## config.mk

```make
export PLATFORM = sky130hd
export DESIGN_NAME = mul_booth_seq_flat
export DESIGN_NICKNAME = d
export VERILOG_FILES = /design/src/rtl/mul_booth_pkg.sv /design/src/rtl/mul_booth_seq_if.sv /design/src/rtl/mul_booth_pp.sv /design/src/rtl/mul_booth_seq.sv /design/src/flat_wrapper.sv
export SDC_FILE = /design/constraint.sdc
export NUM_CORES = 1
export LEC_CHECK = 0
export CAP_MARGIN = 40
export CORE_ASPECT_RATIO = 0.6
export CORE_UTILIZATION = 45
export CTS_CLUSTER_SIZE = 10
export DETAILED_ROUTE_END_ITERATION = 8
export PLACE_DENSITY = 0.65
export SKIP_LAST_GASP = 1
export SLEW_MARGIN = 30
export SYNTH_ARGS = -nofsm -noshare
export SYNTH_HDL_FRONTEND = slang
export SYNTH_SLANG_ARGS = --single-unit
```

## constraint.sdc

```tcl
create_clock -name iCLOCK -period 8.3 [get_ports iCLOCK]
set_input_delay 1.66 -clock iCLOCK [delete_from_list [all_inputs] [get_ports iCLOCK]]
set_output_delay 1.66 -clock iCLOCK [all_outputs]
set_load 0.05 [all_outputs]
```

## src/rtl/mul_booth_pkg.sv

```systemverilog
// Shared definitions for the sequential radix-4 Booth multiplier.
//   state_t      : FSM state encoding (idle / calculate / done)
//   booth_cmd_t  : decoded Booth digit, {neg, mag[1:0]} with mag in {0,1,2}
//   booth_digits : number of radix-4 digits for an operand width
//   booth_decode : Booth digit table for a 3-bit multiplier window
package mul_booth_pkg;

   typedef enum logic [1:0] {
      StIdle = 2'd0,
      StCalc = 2'd1,
      StDone = 2'd2
   } state_t;

   localparam logic [1:0] MagZero = 2'd0;
   localparam logic [1:0] MagOne  = 2'd1;
   localparam logic [1:0] MagTwo  = 2'd2;

   typedef struct packed {
      logic       neg;
      logic [1:0] mag;
   } booth_cmd_t;

   // One extra digit covers the two extension bits of the operands.
   function automatic int unsigned booth_digits(input int unsigned n);
      return n / 2 + 1;
   endfunction

   function automatic booth_cmd_t booth_decode(input logic [2:0] bits);
      booth_cmd_t cmd;
      cmd.neg = 1'b0;
      cmd.mag = MagZero;
      case (bits)
         3'b001, 3'b010: cmd.mag = MagOne;
         3'b011:         cmd.mag = MagTwo;
         3'b100: begin
            cmd.neg = 1'b1;
            cmd.mag = MagTwo;
         end
         3'b101, 3'b110: begin
            cmd.neg = 1'b1;
            cmd.mag = MagOne;
         end
         default: begin
            cmd.neg = 1'b0;
            cmd.mag = MagZero;
         end
      endcase
      return cmd;
   endfunction

endpackage

```

## src/rtl/mul_booth_seq_if.sv

```systemverilog
// Request/response bundle of the sequential Booth multiplier.
//   master : requester side (drives iSTART/iSIGNED/iDATA_0/iDATA_1/iFLUSH)
//   slave  : multiplier side (drives oREADY/oBUSY/oVALID/oDATA/oSF/oZF/oOF)
interface mul_booth_seq_if #(
   parameter int unsigned P_N = 32
);
   logic               iSTART;
   logic               iSIGNED;
   logic [P_N-1:0]     iDATA_0;
   logic [P_N-1:0]     iDATA_1;
   logic               iFLUSH;
   logic               oREADY;
   logic               oBUSY;
   logic               oVALID;
   logic [2*P_N-1:0]   oDATA;
   logic               oSF;
   logic               oZF;
   logic               oOF;

   modport master (
      output iSTART, iSIGNED, iDATA_0, iDATA_1, iFLUSH,
      input  oREADY, oBUSY, oVALID, oDATA, oSF, oZF, oOF
   );

   modport slave (
      input  iSTART, iSIGNED, iDATA_0, iDATA_1, iFLUSH,
      output oREADY, oBUSY, oVALID, oDATA, oSF, oZF, oOF
   );
endinterface

```

## src/rtl/mul_booth_pp.sv

```systemverilog
// Radix-4 Booth partial-product generator (combinational).
//   mcand : multiplicand already extended to P_N+2 bits
//   bits  : multiplier window {b[2k+1], b[2k], b[2k-1]}
//   pp    : partial product 0, +-M or +-2M, sign-extended to P_N+3 bits
module mul_booth_pp
   import mul_booth_pkg::*;
#(
   parameter int unsigned P_N = 32
) (
   input  logic [P_N+1:0] mcand,
   input  logic [2:0]     bits,
   output logic [P_N+2:0] pp
);

   booth_cmd_t     cmd;
   logic [P_N+2:0] mag;

   always_comb begin
      cmd = booth_decode(bits);
      mag = '0;
      unique case (cmd.mag)
         MagOne:  mag = {mcand[P_N+1], mcand};
         MagTwo:  mag = {mcand, 1'b0};
         default: mag = '0;
      endcase
      // Extended operands never reach -2^(P_N+1), so -2M cannot overflow here.
      pp = cmd.neg ? -mag : mag;
   end

endmodule

```

## src/rtl/mul_booth_seq.sv

```systemverilog
// Sequential radix-4 Booth multiplier, one partial product per clock.
//   iCLOCK  : clock
//   inRESET : asynchronous active-low reset
//   bus     : request (start/signed/operands/flush) and response
//             (ready/busy/valid pulse, 2*P_N-bit product, SF/ZF/OF flags)
// Accept at edge t, CALC for P_D edges, result and flags registered on the
// edge that leaves DONE, so oVALID appears P_D+1 cycles after accept.
module mul_booth_seq
   import mul_booth_pkg::*;
#(
   parameter int unsigned P_N = 32
) (
   input logic            iCLOCK,
   input logic            inRESET,
   mul_booth_seq_if.slave bus
);

   localparam int unsigned P_D = booth_digits(P_N);
   localparam int unsigned CW  = $clog2(P_D);
   localparam int unsigned AW  = 2 * P_N + 2;
   localparam logic [CW-1:0] CntLast = CW'(P_D - 1);

   if (P_N < 4 || (P_N % 2) != 0) begin : g_bad_param
      $error("mul_booth_seq: P_N must be even and >= 4");
   end

   state_t            state_q, state_d;
   logic              ready, busy, accept;

   logic [P_N+1:0]    mcand_q, mcand_ext;
   logic [P_N+2:0]    mplier_q;  // multiplier with an implicit 0 below its LSB
   logic [P_N+1:0]    mplier_ext;
   logic [AW-1:0]     acc_q;
   logic [CW-1:0]     cnt_q;
   logic              signed_q;

   logic [P_N+2:0]    pp;
   logic [AW-1:0]     pp_wide, pp_shift;

   logic [2*P_N-1:0]  res;
   logic              res_of;

   logic              valid_q, sf_q, zf_q, of_q;
   logic [2*P_N-1:0]  data_q;

   // ---------------- FSM: state register ----------------
   always_ff @(posedge iCLOCK or negedge inRESET) begin
      if (!inRESET) state_q <= StIdle;
      else          state_q <= state_d;
   end

   // ---------------- FSM: next state ----------------
   always_comb begin
      state_d = state_q;
      unique case (state_q)
         StIdle: if (accept) state_d = StCalc;
         StCalc: begin
            if (bus.iFLUSH)             state_d = StIdle;
            else if (cnt_q == CntLast)  state_d = StDone;
         end
         StDone:  state_d = accept ? StCalc : StIdle;
         default: state_d = StIdle;
      endcase
   end

   // ---------------- FSM: outputs ----------------
   always_comb begin
      ready  = (state_q == StIdle) || (state_q == StDone);
      busy   = (state_q == StCalc);
      // Flush wins over a same-cycle start.
      accept = bus.iSTART && ready && !bus.iFLUSH;
   end

   // ---------------- datapath ----------------
   always_comb begin
      mcand_ext  = bus.iSIGNED ? {{2{bus.iDATA_0[P_N-1]}}, bus.iDATA_0}
                               : {2'b00, bus.iDATA_0};
      mplier_ext = bus.iSIGNED ? {{2{bus.iDATA_1[P_N-1]}}, bus.iDATA_1}
                               : {2'b00, bus.iDATA_1};
      pp_wide    = {{(P_N-1){pp[P_N+2]}}, pp};
      pp_shift   = pp_wide << {cnt_q, 1'b0};
   end

   mul_booth_pp #(
      .P_N (P_N)
   ) u_pp (
      .mcand (mcand_q),
      .bits  (mplier_q[2:0]),
      .pp    (pp)
   );

   always_ff @(posedge iCLOCK or negedge inRESET) begin
      if (!inRESET) begin
         mcand_q  <= '0;
         mplier_q <= '0;
         acc_q    <= '0;
         cnt_q    <= '0;
         signed_q <= 1'b0;
      end else if (accept) begin
         mcand_q  <= mcand_ext;
         mplier_q <= {mplier_ext, 1'b0};
         acc_q    <= '0;
         cnt_q    <= '0;
         signed_q <= bus.iSIGNED;
      end else if (state_q == StCalc) begin
         acc_q    <= acc_q + pp_shift;
         cnt_q    <= cnt_q + 1'b1;
         // Shifting keeps the current digit window in the low three bits.
         mplier_q <= mplier_q >> 2;
      end
   end

   // ---------------- result and flags ----------------
   always_comb begin
      res    = acc_q[2*P_N-1:0];
      res_of = signed_q ? (res[2*P_N-1:P_N] != {P_N{res[P_N-1]}})
                        : (res[2*P_N-1:P_N] != '0);
   end

   always_ff @(posedge iCLOCK or negedge inRESET) begin
      if (!inRESET) begin
         valid_q <= 1'b0;
         data_q  <= '0;
         sf_q    <= 1'b0;
         zf_q    <= 1'b1;
         of_q    <= 1'b0;
      end else begin
         valid_q <= (state_q == StDone);
         if (state_q == StDone) begin
            data_q <= res;
            sf_q   <= res[2*P_N-1];
            zf_q   <= (res == '0);
            of_q   <= res_of;
         end
      end
   end

   assign bus.oREADY = ready;
   assign bus.oBUSY  = busy;
   assign bus.oVALID = valid_q;
   assign bus.oDATA  = data_q;
   assign bus.oSF    = sf_q;
   assign bus.oZF    = zf_q;
   assign bus.oOF    = of_q;

endmodule

```

## src/flat_wrapper.sv

```systemverilog
// flat-port wrapper written by rule: the top's interface ports become plain ports
module mul_booth_seq_flat import mul_booth_pkg::*;
#(
   parameter int unsigned P_N = 32
)
  (iCLOCK, inRESET, bus_iSTART, bus_iSIGNED, bus_iDATA_0, bus_iDATA_1, bus_iFLUSH, bus_oREADY, bus_oBUSY, bus_oVALID, bus_oDATA, bus_oSF, bus_oZF, bus_oOF);
  mul_booth_seq_if #(.P_N(P_N)) bus_i ();
  input logic iCLOCK;
  input logic inRESET;
  input wire logic [$bits(bus_i.iSTART)-1:0] bus_iSTART;
  input wire logic [$bits(bus_i.iSIGNED)-1:0] bus_iSIGNED;
  input wire logic [$bits(bus_i.iDATA_0)-1:0] bus_iDATA_0;
  input wire logic [$bits(bus_i.iDATA_1)-1:0] bus_iDATA_1;
  input wire logic [$bits(bus_i.iFLUSH)-1:0] bus_iFLUSH;
  output wire logic [$bits(bus_i.oREADY)-1:0] bus_oREADY;
  output wire logic [$bits(bus_i.oBUSY)-1:0] bus_oBUSY;
  output wire logic [$bits(bus_i.oVALID)-1:0] bus_oVALID;
  output wire logic [$bits(bus_i.oDATA)-1:0] bus_oDATA;
  output wire logic [$bits(bus_i.oSF)-1:0] bus_oSF;
  output wire logic [$bits(bus_i.oZF)-1:0] bus_oZF;
  output wire logic [$bits(bus_i.oOF)-1:0] bus_oOF;
  assign bus_i.iSTART = bus_iSTART;
  assign bus_i.iSIGNED = bus_iSIGNED;
  assign bus_i.iDATA_0 = bus_iDATA_0;
  assign bus_i.iDATA_1 = bus_iDATA_1;
  assign bus_i.iFLUSH = bus_iFLUSH;
  assign bus_oREADY = bus_i.oREADY;
  assign bus_oBUSY = bus_i.oBUSY;
  assign bus_oVALID = bus_i.oVALID;
  assign bus_oDATA = bus_i.oDATA;
  assign bus_oSF = bus_i.oSF;
  assign bus_oZF = bus_i.oZF;
  assign bus_oOF = bus_i.oOF;
  mul_booth_seq #(.P_N(P_N)) u_core (.iCLOCK(iCLOCK), .inRESET(inRESET), .bus(bus_i));
endmodule
```

==> results of run 1 <==
[critical path: cells and delay by family (launching register included)]
| kind | cells | cell delay (ps) |
|---|---|---|
| AND/OR/NAND/NOR | 10 | 2580 |
| adder cells (fa/ha/maj) | 3 | 860 |
| XOR/XNOR | 1 | 170 |
| flip-flops | 1 | 440 |
| buffers and inverters | 2 | 310 |
| AO/OA/AOI/OAI | 13 | 3180 |
| multiplexers | 1 | 300 |
[layout make-up]
cell class | count | area [sq um]
fillers | 3230 | 15700
clock buffers | 34 | 648
well taps | 459 | 574
inverters | 34 | 130
repair buffers | 176 | 1750
flip-flops and latches | 206 | 5160
multi-input cells | 1605 | 10000
clock inverters | 1 | 16.3
[cell usage after synthesis, drive strengths merged, types with 4 or more instances]
library cell / instances / area share, %
nand2: 419 / 10
dfrtp: 205 / 33
nor2: 163 / 3.9
o21ai: 159 / 5.1
a21oi: 122 / 3.9
clkbuf: 87 / 2.1
ha: 74 / 5.9
a22oi: 60 / 2.9
a21o: 54 / 2.6
xnor2: 50 / 2.8
mux2: 45 / 3.2
mux2i: 45 / 2.9
xor2: 37 / 2.1
buf: 32 / 1.1
inv: 32 / 0.76
nand3: 31 / 1.0
o22ai: 31 / 1.4
nand4: 25 / 1.0
nor4: 24 / 1.1
nor3: 22 / 0.73
a31oi: 20 / 0.80
a211oi: 19 / 0.94
o21a: 17 / 0.81
o21bai: 14 / 0.69
o211ai: 13 / 0.65
or3: 13 / 0.52
and3: 12 / 0.48
o31ai: 12 / 0.69
a22o: 11 / 0.61
and2: 11 / 0.44
nand2b: 11 / 0.45
or2: 9 / 0.36
nor2b: 8 / 0.32
o41ai: 8 / 0.61
o311ai: 6 / 0.38
a21boi: 5 / 0.24
a221o: 5 / 0.32
a41oi: 4 / 0.27
nand3b: 4 / 0.19
o221ai: 4 / 0.22
[layer usage]
metal | track usage [%] | wire, um | vias to the layer above | share of wire, %
li1 | - | - | 7200 | -
met1 | 43.1 | 24500 | 7201 | 49
met2 | 37.6 | 19600 | 597 | 39
met3 | 7.87 | 5110 | 59 | 10
met4 | 4.18 | 674 | 0 | 1.4
met5 | 0 | 0 | - | 0
[registers in the layout, summed over array words and instances (netlist names)]
name	count
u_core.bus.oSF	1
u_core.signed_q	1
u_core.bus.oVALID	1
u_core.cnt_q	5
u_core.bus.oZF	1
u_core.bus.oOF	1
u_core.state_q	2
u_core.mcand_q	33
u_core.mplier_q	34
u_core.acc_q	64
u_core.bus.oDATA	63
[worst paths after layout]
| path | startpoint | to | slack, ps | cells past startpoint |
|---|---|---|---|---|
| max | u_core.mplier_q[1] | u_core.acc_q[53] | 370 | 30 |
| min | u_core.bus.oDATA[19] | u_core.bus.oDATA[19] | 470 | 2 |
| max reg2reg | u_core.mplier_q[1] | u_core.acc_q[53] | 370 | 30 |
| min reg2reg | u_core.bus.oDATA[19] | u_core.bus.oDATA[19] | 470 | 2 |
| max in group asynchronous | inRESET | u_core.bus.oDATA[51] | 5990 | 2 |
| min in group asynchronous | inRESET | u_core.mcand_q[13] | 1130 | 1 |
[stage by stage]
step	utilization (%)	area (sq um)	hold WS, ps	std cells	setup WS [ps]
global route	53.7	18300	496	2515	62.0
detailed placement	51.3	17500	462	2472	485
floorplan	-	15700	446	1964	1440
CTS	53.3	18100	476	2507	446
finish	53.7	18300	470	2515	371
global placement	51.3	17400	457	2471	618
[cells by family after synthesis]
family / after synthesis / share of synthesized area [%]
simple gates: 762 / 21.2
compound gates: 588 / 24.5
flops: 206 / 32.8
buf+inv: 153 / 3.94
mux: 93 / 6.62
xor+xnor: 87 / 4.89
fa+ha+maj: 75 / 6.01
[repair_timing]
item                                    CTS  global route
resized for setup                         0             6
setup buffers                             0             1
endpoints found under the setup margin    0             3
==> qor.yml, run 1 <==
hold_path_class: "reg2reg"
startpoint_type: "register"
avgSynthCellArea_sq_um: 8.01
hold_violations: 0
cts_max_path_buffers: 3
grt_pass1_wl_um: 78800
io_pins: 139
drtIter0Drc: 1861
grt_overflow_total: 0
fin_nets: 2191
synth_ff_type: "dfrtp_1"
antenna_found_initial: 1
dieWidth_um: 243
wl_um: 49900
crit_arrival_ps: 8400
post-route-period-util_pct: 95.5
cts-buffers-inserted: 24
die_area_sq_um: 35700
gp_congestion: 0.959
worst_ep_required_time_ps: 8770
grt_start_max_net_pins: 92
synthesis.nets: 2108
synth-edff-count: 0
final_antenna_net_count: 0
period_needed_ps: 7930
path_clk_slew_ps: 60
grt_use_total_pct: 27.6
area_growth_pct: 16.2
max-slew-margin-rel_pct: 44.7
crit_type: "reg2reg"
finClkSkew_ps: 27.0
wire_per_inst_um: 19.8
cp-end-kind: "register"
synth_area_sq_um: 15700
grt_pass1_vias: 13900
root_buffer: "clkbuf_16"
n_antenna_cell: 0
core_area_sq_um: 34000
crit_path_max_incr_delay_ps: 540
dp_hpwl_um: 37600
clock_latency_ps: 550
ctsHtreeMaxLevel: 1
rsz0062_at_grt: "no"
port_buffers: 138
drive_above_1_share_pct: 8.07
final_cell_mix: "nand2_1, dfrtp_1, nor2_1"
yosysUniqueCellTypes: 95
async_reset_ff_share_pct: 100
die_height_um: 147
synth_cells: 1964
rows: 52
cp_max_fo: 31
vias: 15100
maxCapViolations: 0
drtPass1Iterations: 5
status: "completed"
start_util_pct: 46.2
final_common_cell: "nand2_1"
setup_viol_count_final: 0
cts_sinks: 206
critPathSlowestCell: "or3b_2"
ys_warn_count: 0
holdBufCountCts: 0
viasPerCell: 5.99
fmax_mhz: 126
final_max_slew_viol_count: 0
yosysSeqAreaShare_pct: 32.8
tns_ps: 0
worstMarginPinSlew_ps: 818
cts_tree: "yes"
drc: 0
ys_ff_latch: 206
Power of run 1 is not shown: default switching activity piles up to over one toggle a cycle in this logic, so the estimate is an artifact.
==> run 2, diff against run 1 <==
GPL_TIMING_DRIVEN = 1   (was default)
==> results of run 2 <==
No change in the layout: final DEF, timing and power equal those of run 1.
Power of run 2 is left out for the same reason.
